[config.mk]
export PLATFORM = sky130hd
export DESIGN_NAME = alt_vipcts131_common_sample_serializer_flat
export DESIGN_NICKNAME = d
export VERILOG_FILES = /design/src/rtl/alt_vipcts131_common_pkg.sv /design/src/rtl/alt_vipcts131_common_sample_serializer_if.sv /design/src/rtl/alt_vipcts131_common_skid_buffer.sv /design/src/rtl/alt_vipcts131_common_sample_serializer.sv /design/src/flat_wrapper.sv
export SDC_FILE = /design/constraint.sdc
export NUM_CORES = 1
export LEC_CHECK = 0
export CAP_MARGIN = 5
export CORE_MARGIN = 2
export CORE_UTILIZATION = 33
export DETAILED_ROUTE_END_ITERATION = 7
export PLACE_DENSITY = 0.64
export SLEW_MARGIN = 30
export SYNTH_ARGS = -nofsm -noshare
export SYNTH_HDL_FRONTEND = slang
export SYNTH_SLANG_ARGS = --single-unit
[constraint.sdc]
create_clock -name clk -period 5.1 [get_ports clk]
set_clock_uncertainty 0.2 [all_clocks]
set_input_delay 1.275 -clock clk [delete_from_list [all_inputs] [get_ports clk]]
set_output_delay 1.275 -clock clk [all_outputs]
set_load 0.05 [all_outputs]
[src/rtl/alt_vipcts131_common_pkg.sv]
// rtl/alt_vipcts131_common_pkg.sv - shared types and helpers for the vipcts131 common blocks
// Purpose: serializer state enum and the sample-width helper.
// Ports: none (package).
package alt_vipcts131_common_pkg;

   typedef enum logic {
      EMPTY = 1'b0,
      SEND  = 1'b1
   } ser_state_t;

   // Width of one whole pixel sample, all colour planes side by side.
   function automatic int sample_width(input int bits_per_symbol, input int number_of_colour_planes);
      return bits_per_symbol * number_of_colour_planes;
   endfunction

endpackage

[src/rtl/alt_vipcts131_common_sample_serializer_if.sv]
// rtl/alt_vipcts131_common_sample_serializer_if.sv - sample-in / plane-beat-out handshake bundle
// Purpose: groups the input sample handshake and the output beat handshake of the serializer.
// Ports (signals): din_valid, din_ready, din_data, din_eop, dout_valid, dout_ready, dout_data,
//                  dout_eop, start_of_sample, sample_ticks.
// Modports: slave = serializer view, master = environment view.
interface alt_vipcts131_common_sample_serializer_if #(
   parameter int NUMBER_OF_COLOUR_PLANES     = 3,
   parameter int LOG2_NUMBER_OF_COLOUR_PLANES = 2,
   parameter int BITS_PER_SYMBOL             = 8
);
   localparam int SW = alt_vipcts131_common_pkg::sample_width(BITS_PER_SYMBOL, NUMBER_OF_COLOUR_PLANES);

   logic                                    din_valid;
   logic                                    din_ready;
   logic [SW-1:0]                           din_data;
   logic                                    din_eop;
   logic                                    dout_valid;
   logic                                    dout_ready;
   logic [SW-1:0]                           dout_data;
   logic                                    dout_eop;
   logic                                    start_of_sample;
   logic [LOG2_NUMBER_OF_COLOUR_PLANES-1:0] sample_ticks;

   modport slave (
      input  din_valid, din_data, din_eop, dout_ready,
      output din_ready, dout_valid, dout_data, dout_eop, start_of_sample, sample_ticks
   );

   modport master (
      output din_valid, din_data, din_eop, dout_ready,
      input  din_ready, dout_valid, dout_data, dout_eop, start_of_sample, sample_ticks
   );

endinterface

[src/rtl/alt_vipcts131_common_skid_buffer.sv]
// rtl/alt_vipcts131_common_skid_buffer.sv - single-entry valid/ready register slice
// Purpose: breaks the combinational ready path; in_ready depends only on local state and clr.
// Ports: clk, clr (sync clear), in_valid/in_ready/in_data (upstream),
//        out_valid/out_ready/out_data (downstream).
module alt_vipcts131_common_skid_buffer #(
   parameter int DATA_W = 8
) (
   input  logic              clk,
   input  logic              clr,
   input  logic              in_valid,
   output logic              in_ready,
   input  logic [DATA_W-1:0] in_data,
   output logic              out_valid,
   input  logic              out_ready,
   output logic [DATA_W-1:0] out_data
);
   logic              full;
   logic [DATA_W-1:0] hold_data;

   assign in_ready  = !full && !clr;
   // Empty: pass straight through so first-beat latency is unchanged.
   assign out_valid = full || in_valid;
   assign out_data  = full ? hold_data : in_data;

   always_ff @(posedge clk) begin
      if (clr) begin
         full      <= 1'b0;
         hold_data <= '0;
      end else if (full) begin
         if (out_ready)
            full <= 1'b0;
      end else if (in_valid && !out_ready) begin
         // Downstream refused the pass-through; park it here.
         full      <= 1'b1;
         hold_data <= in_data;
      end
   end

endmodule

[src/rtl/alt_vipcts131_common_sample_serializer.sv]
// rtl/alt_vipcts131_common_sample_serializer.sv - whole-sample to colour-plane beat serializer
// Purpose: accepts one pixel sample per handshake, emits one plane per beat (hd_sdn=0)
//          or the whole sample in one beat (hd_sdn=1), with plane index and sample start flags.
// Ports: clk, rst (sync active-high), sclr (sync clear), hd_sdn (mode, latched per sample),
//        bus (slave modport: din_* sample input, dout_* beat output, start_of_sample, sample_ticks).
// Config: ALT_VIPCTS_SAMPLE_SERIALIZER_SKID_EN adds an input skid register so din_ready is
//         decoupled from dout_ready.
module alt_vipcts131_common_sample_serializer
   import alt_vipcts131_common_pkg::*;
#(
   parameter int NUMBER_OF_COLOUR_PLANES      = 3,
   parameter int LOG2_NUMBER_OF_COLOUR_PLANES = 2,
   parameter int BITS_PER_SYMBOL              = 8
) (
   input  logic clk,
   input  logic rst,
   input  logic sclr,
   input  logic hd_sdn,
   alt_vipcts131_common_sample_serializer_if.slave bus
);
   localparam int SW = sample_width(BITS_PER_SYMBOL, NUMBER_OF_COLOUR_PLANES);
   localparam int L  = LOG2_NUMBER_OF_COLOUR_PLANES;

   logic          clr;
   logic          core_valid;
   logic          core_ready;
   logic [SW-1:0] core_data;
   logic          core_eop;
   logic          core_hd;

   assign clr = rst | sclr;

`ifdef ALT_VIPCTS_SAMPLE_SERIALIZER_SKID_EN
   logic [SW+1:0] skid_out;

   alt_vipcts131_common_skid_buffer #(.DATA_W(SW + 2)) u_skid (
      .clk       (clk),
      .clr       (clr),
      .in_valid  (bus.din_valid),
      .in_ready  (bus.din_ready),
      .in_data   ({hd_sdn, bus.din_eop, bus.din_data}),
      .out_valid (core_valid),
      .out_ready (core_ready),
      .out_data  (skid_out)
   );

   assign core_data = skid_out[SW-1:0];
   assign core_eop  = skid_out[SW];
   assign core_hd   = skid_out[SW+1];
`else
   assign core_valid    = bus.din_valid;
   assign core_data     = bus.din_data;
   assign core_eop      = bus.din_eop;
   assign core_hd       = hd_sdn;
   assign bus.din_ready = core_ready;
`endif

   ser_state_t                 state;
   logic [SW-1:0]              data_r;
   logic                       eop_r;
   logic                       hd_r;
   logic [L-1:0]               idx;
   logic                       last_beat;
   logic                       out_xfer;
   logic                       accept;
   logic [BITS_PER_SYMBOL-1:0] plane;

   // With one plane idx is always 0 == N-1, so sequential degenerates to parallel.
   assign last_beat  = hd_r || (idx == L'(NUMBER_OF_COLOUR_PLANES - 1));
   assign out_xfer   = (state == SEND) && bus.dout_ready;
   assign core_ready = !clr && ((state == EMPTY) || (last_beat && bus.dout_ready));
   assign accept     = core_valid && core_ready;

   always_ff @(posedge clk) begin
      if (clr) begin
         state  <= EMPTY;
         idx    <= '0;
         data_r <= '0;
         eop_r  <= 1'b0;
         hd_r   <= 1'b0;
      end else if (accept) begin
         // Covers both EMPTY load and back-to-back reload on the last beat.
         state  <= SEND;
         idx    <= '0;
         data_r <= core_data;
         eop_r  <= core_eop;
         hd_r   <= core_hd;
      end else if (out_xfer) begin
         if (last_beat) begin
            state <= EMPTY;
            idx   <= '0;
         end else begin
            idx <= idx + L'(1);
         end
      end
   end

   assign plane               = data_r[int'(idx) * BITS_PER_SYMBOL +: BITS_PER_SYMBOL];
   assign bus.dout_valid      = (state == SEND);
   assign bus.dout_data       = hd_r ? data_r : SW'(plane);
   assign bus.dout_eop        = (state == SEND) && eop_r && last_beat;
   assign bus.start_of_sample = hd_r || (idx == '0);
   assign bus.sample_ticks    = hd_r ? '0 : idx;

endmodule

[src/flat_wrapper.sv]
// flat-port wrapper written by rule: the top's interface ports become plain ports
module alt_vipcts131_common_sample_serializer_flat import alt_vipcts131_common_pkg::*;
#(
   parameter int NUMBER_OF_COLOUR_PLANES      = 3,
   parameter int LOG2_NUMBER_OF_COLOUR_PLANES = 2,
   parameter int BITS_PER_SYMBOL              = 8
)
  (clk, rst, sclr, hd_sdn, bus_din_valid, bus_din_data, bus_din_eop, bus_dout_ready, bus_din_ready, bus_dout_valid, bus_dout_data, bus_dout_eop, bus_start_of_sample, bus_sample_ticks);
  alt_vipcts131_common_sample_serializer_if #(.NUMBER_OF_COLOUR_PLANES(NUMBER_OF_COLOUR_PLANES), .LOG2_NUMBER_OF_COLOUR_PLANES(LOG2_NUMBER_OF_COLOUR_PLANES), .BITS_PER_SYMBOL(BITS_PER_SYMBOL)) bus_i ();
  input  logic clk;
  input  logic rst;
  input  logic sclr;
  input  logic hd_sdn;
  input wire logic [$bits(bus_i.din_valid)-1:0] bus_din_valid;
  input wire logic [$bits(bus_i.din_data)-1:0] bus_din_data;
  input wire logic [$bits(bus_i.din_eop)-1:0] bus_din_eop;
  input wire logic [$bits(bus_i.dout_ready)-1:0] bus_dout_ready;
  output wire logic [$bits(bus_i.din_ready)-1:0] bus_din_ready;
  output wire logic [$bits(bus_i.dout_valid)-1:0] bus_dout_valid;
  output wire logic [$bits(bus_i.dout_data)-1:0] bus_dout_data;
  output wire logic [$bits(bus_i.dout_eop)-1:0] bus_dout_eop;
  output wire logic [$bits(bus_i.start_of_sample)-1:0] bus_start_of_sample;
  output wire logic [$bits(bus_i.sample_ticks)-1:0] bus_sample_ticks;
  assign bus_i.din_valid = bus_din_valid;
  assign bus_i.din_data = bus_din_data;
  assign bus_i.din_eop = bus_din_eop;
  assign bus_i.dout_ready = bus_dout_ready;
  assign bus_din_ready = bus_i.din_ready;
  assign bus_dout_valid = bus_i.dout_valid;
  assign bus_dout_data = bus_i.dout_data;
  assign bus_dout_eop = bus_i.dout_eop;
  assign bus_start_of_sample = bus_i.start_of_sample;
  assign bus_sample_ticks = bus_i.sample_ticks;
  alt_vipcts131_common_sample_serializer #(.NUMBER_OF_COLOUR_PLANES(NUMBER_OF_COLOUR_PLANES), .LOG2_NUMBER_OF_COLOUR_PLANES(LOG2_NUMBER_OF_COLOUR_PLANES), .BITS_PER_SYMBOL(BITS_PER_SYMBOL)) u_core (.clk(clk), .rst(rst), .sclr(sclr), .hd_sdn(hd_sdn), .bus(bus_i));
endmodule
==> impl_table.tex <==
\begin{tabular}{lr}
\hline
Metric & Value \\
\hline
\multicolumn{2}{l}{\textbf{Global route}} \\
Number of antenna violations at the first check in global routing & 0 \\
Global-route wire length before repair & 6450 µm \\
Maximum number of pins on one net before global-route repair & 33 \\
Vias in the first global route & 1334 \\
Combined global-route utilization of all metal layers & 16.3\% \\
Overflow left after global routing & 0 \\
\multicolumn{2}{l}{\textbf{Critical path}} \\
Kind of end point of the critical path & primary output \\
Critical path launch point type & input pin \\
CP max FO & 3 \\
Capture instance of the worst register-to-register path & u\_core.data\_r[9] \\
Reg2reg start & u\_core.idx[0] \\
Reg2reg path depth & 6 \\
Arr. time, crit path & 2.94 ns \\
Classification of the worst setup path & in -> out \\
Setup slack of the worst register-to-register path & 2.90 ns \\
Data required time of the worst path & 3.62 ns \\
\multicolumn{2}{l}{\textbf{CTS}} \\
Hold-fix buffers at CTS & 0 \\
CTS sink count & 29 \\
Worst skew pair latency & 0.28 ns \\
Total CTS buffers & 5 \\
Clock transition at the register clock pins on the worst setup and hold paths after CTS & 0.06 ns \\
Number of H-tree branching levels & 2 \\
Number of setup buffers added after CTS & 0 \\
TritonCTS clock tree & yes \\
CTS resizes & 0 \\
Clock Tree Buf Depth & 2 \\
Root Buffer & clkbuf\_8 \\
\multicolumn{2}{l}{\textbf{Yosys}} \\
Post-synthesis cell type count & 21 \\
Number of enable flip-flop cells after synthesis & 0 \\
Top post-synthesis cells by area & dfxtp\_1, mux2i\_1, nand2\_1, and2\_1, a22oi\_1 \\
Dominant register cell in the synthesized netlist & dfxtp\_1 \\
Sequential share of the synthesized area & 38.2\% \\
Yosys reg bits & 29 \\
Yosys warning count & 0 \\
Most common cell in the netlist & nand2\_1 \\
Post-Syn Nets & 217 \\
FFs w/ async S/R, synth & 0\% \\
List of most frequent post-synthesis cells & nand2\_1, dfxtp\_1, mux2i\_1, and2\_1, a22oi\_1 \\
Post-synthesis cell type with the largest combined area & dfxtp\_1 \\
Post-Syn Area per Cell & 8.27 µm² \\
Mapped cell area & 1520 µm² \\
Synthesized instance count & 184 \\
Area fraction of the dominant cell type after synthesis & 38.2\% \\
\multicolumn{2}{l}{\textbf{Floorplanning}} \\
Count of pins on the block boundary & 61 \\
X dimension of the die & 71.9 µm \\
Floorplan core area & 4380 µm² \\
Number of rows in the core area & 24 \\
Initial core utilization & 34.7\% \\
DIE AREA & 5170 µm² \\
Vertical die dimension & 71.9 µm \\
\multicolumn{2}{l}{\textbf{Cells and area}} \\
Layout cell share with drive strength beyond 1 & 5.37\% \\
Final instance area & 2240 µm² \\
Area growth from synthesis to final layout & 47.5\% \\
Final \#Nets & 275 \\
Filler Cells Inserted & 442 \\
Antenna Cells & 0 \\
\multicolumn{2}{l}{\textbf{Power and ir drop}} \\
Power per unit of standard cell area & 227 nW/µm² \\
Static leakage power & 0.867 nW \\
Highest ir drop seen on vdd & 0.152 mV \\
\multicolumn{2}{l}{\textbf{Detailed routing}} \\
Count of vias placed by the detailed router & 1375 \\
DR WL/cell & 13.1 µm \\
Ratio of routed vias to standard cells & 4.68 \\
Sum of routed wire length over all layers & 3850 µm \\
Antenna Violating Nets Remaining & 0 \\
Violation count after the first detailed-route iteration & 64 \\
DR DRC count & 0 \\
First-pass iteration count of the detailed router & 4 \\
\multicolumn{2}{l}{\textbf{Placed design}} \\
Placer congestion estimate & 0.750 \\
Sum of net half-perimeters after detailed placement & 2810 µm \\
Port bufs & 60 \\
Placed Instance Area & 2160 µm² \\
\multicolumn{2}{l}{\textbf{STA}} \\
Min Tclk post-route & 4.41 ns \\
Number of hold violations in the final report & 0 \\
Final Setup Violations & 0 \\
Final-layout setup total negative slack & 0 ns \\
Actual slew at the worst max-slew pin & 0.667 ns \\
Setup repair after global routing missed its margin & false \\
Number of max-slew violations in the final report & 0 \\
Fin crit share & 86.5\% \\
Worst slew margin & 55.4\% \\
Min Hold Slack & 0.257 ns \\
Highest Clock Rate & 227 MHz \\
\multicolumn{2}{l}{\textbf{Worst hold path}} \\
Hold path endpoint & u\_core.data\_r[5] \\
HP Start & u\_core.data\_r[5] \\
Worst min-delay path class & reg -> reg \\
Cell depth of the worst min-delay path & 2 \\
\multicolumn{2}{l}{\textbf{Run}} \\
Max-cap viol count & 0 \\
\multicolumn{2}{l}{\textbf{Status}} \\
Outcome & finished, final reports clean \\
\hline
\end{tabular}
[cell usage in the layout, fill, tap and decap left out]
cell type	synthesis	routed
clkdlybuf4s50_1	0	60
and2_1	16	16
nor2_4	0	1
mux2i_1	27	27
clkbuf_1	6	1
nor2_1	4	3
nor2b_1	2	2
dfxtp_1	29	29
clkbuf_8	0	6
a22oi_1	9	9
or2_2	1	1
and4bb_2	1	1
o21bai_1	1	1
o21a_1	3	3
o211a_1	1	1
o21ai_0	8	8
nor4_1	2	2
buf_8	0	1
nor3_1	1	1
nand2_1	61	61
buf_16	0	1
ha_1	2	2
buf_4	0	2
inv_1	3	3
[worst max path at each step]
stage                    from            end  slack (ns)  depth (start not counted)
6_report       bus_dout_ready  bus_din_ready        0.69                          5
3_3_place_gp   bus_dout_ready  bus_din_ready        0.70                          5
4_1_cts        bus_dout_ready  bus_din_ready        0.68                          5
3_5_place_dp   bus_dout_ready  bus_din_ready        0.70                          5
5_1_grt        bus_dout_ready  bus_din_ready        0.62                          5
2_1_floorplan  bus_dout_ready  bus_din_ready        1.14                          3
[metrics by stage]
stage,worst slack (ns),cells,util [%],power (mW)
after detailed placement,0.696,287,49.2,0.328
final,0.687,294,51.2,0.509
after global placement,0.701,285,48.3,0.324
after CTS,0.680,294,51.2,0.515
after floorplan,1.14,184,-,0.291
after global routing,0.616,294,51.2,0.536
[logic make-up after synthesis]
| logic type | Yosys count | share of synthesized area [%] |
|---|---|---|
| adder cells (fa/ha/maj) | 2 | 1.64 |
| AND/OR/NAND/NOR | 88 | 25.8 |
| flip-flops | 29 | 38.2 |
| multiplexers | 27 | 17.8 |
| buffers and inverters | 16 | 6.91 |
| AO/OA/AOI/OAI | 22 | 9.70 |
[report_power, final]
group	internal, mW	switching [mW]
sequential	0.234	0.00486
combinational	0.0426	0.0411
clock	0.107	0.0799
total	0.383	0.126
[worst max-delay path: stages]
cell and delay (ns):
clkdlybuf4s50_1 0.50, o21a_1 0.15, nor2_1 0.06, nor3_1 0.13
clkdlybuf4s50_1 0.83
[registers in the layout, summed over array words and instances (netlist names)]
name	cells
u_core.data_r	24
u_core.idx	2
u_core.bus.dout_valid	1
u_core.eop_r	1
u_core.hd_r	1
[layout make-up]
class	count	area, µm²	share of cell area, %
Timing Repair Buffer	64	658	29.3
Sequential cell	29	581	25.9
Inverter	3	11.3	0.502
Multi-Input combinational cell	139	843	37.6
Tap cell	52	65.1	2.90
Clock buffer	7	86.3	3.85
[routing by layer]
| metal | global-route usage (%) | share of wire (%) |
|---|---|---|
| met5 | 0 | 0 |
| met1 | 20.8 | 47 |
| met4 | 5.45 | 1.4 |
| met3 | 6.25 | 5.1 |
| met2 | 25.4 | 46 |
No activity file was read; power rests on OpenSTA's default activity.
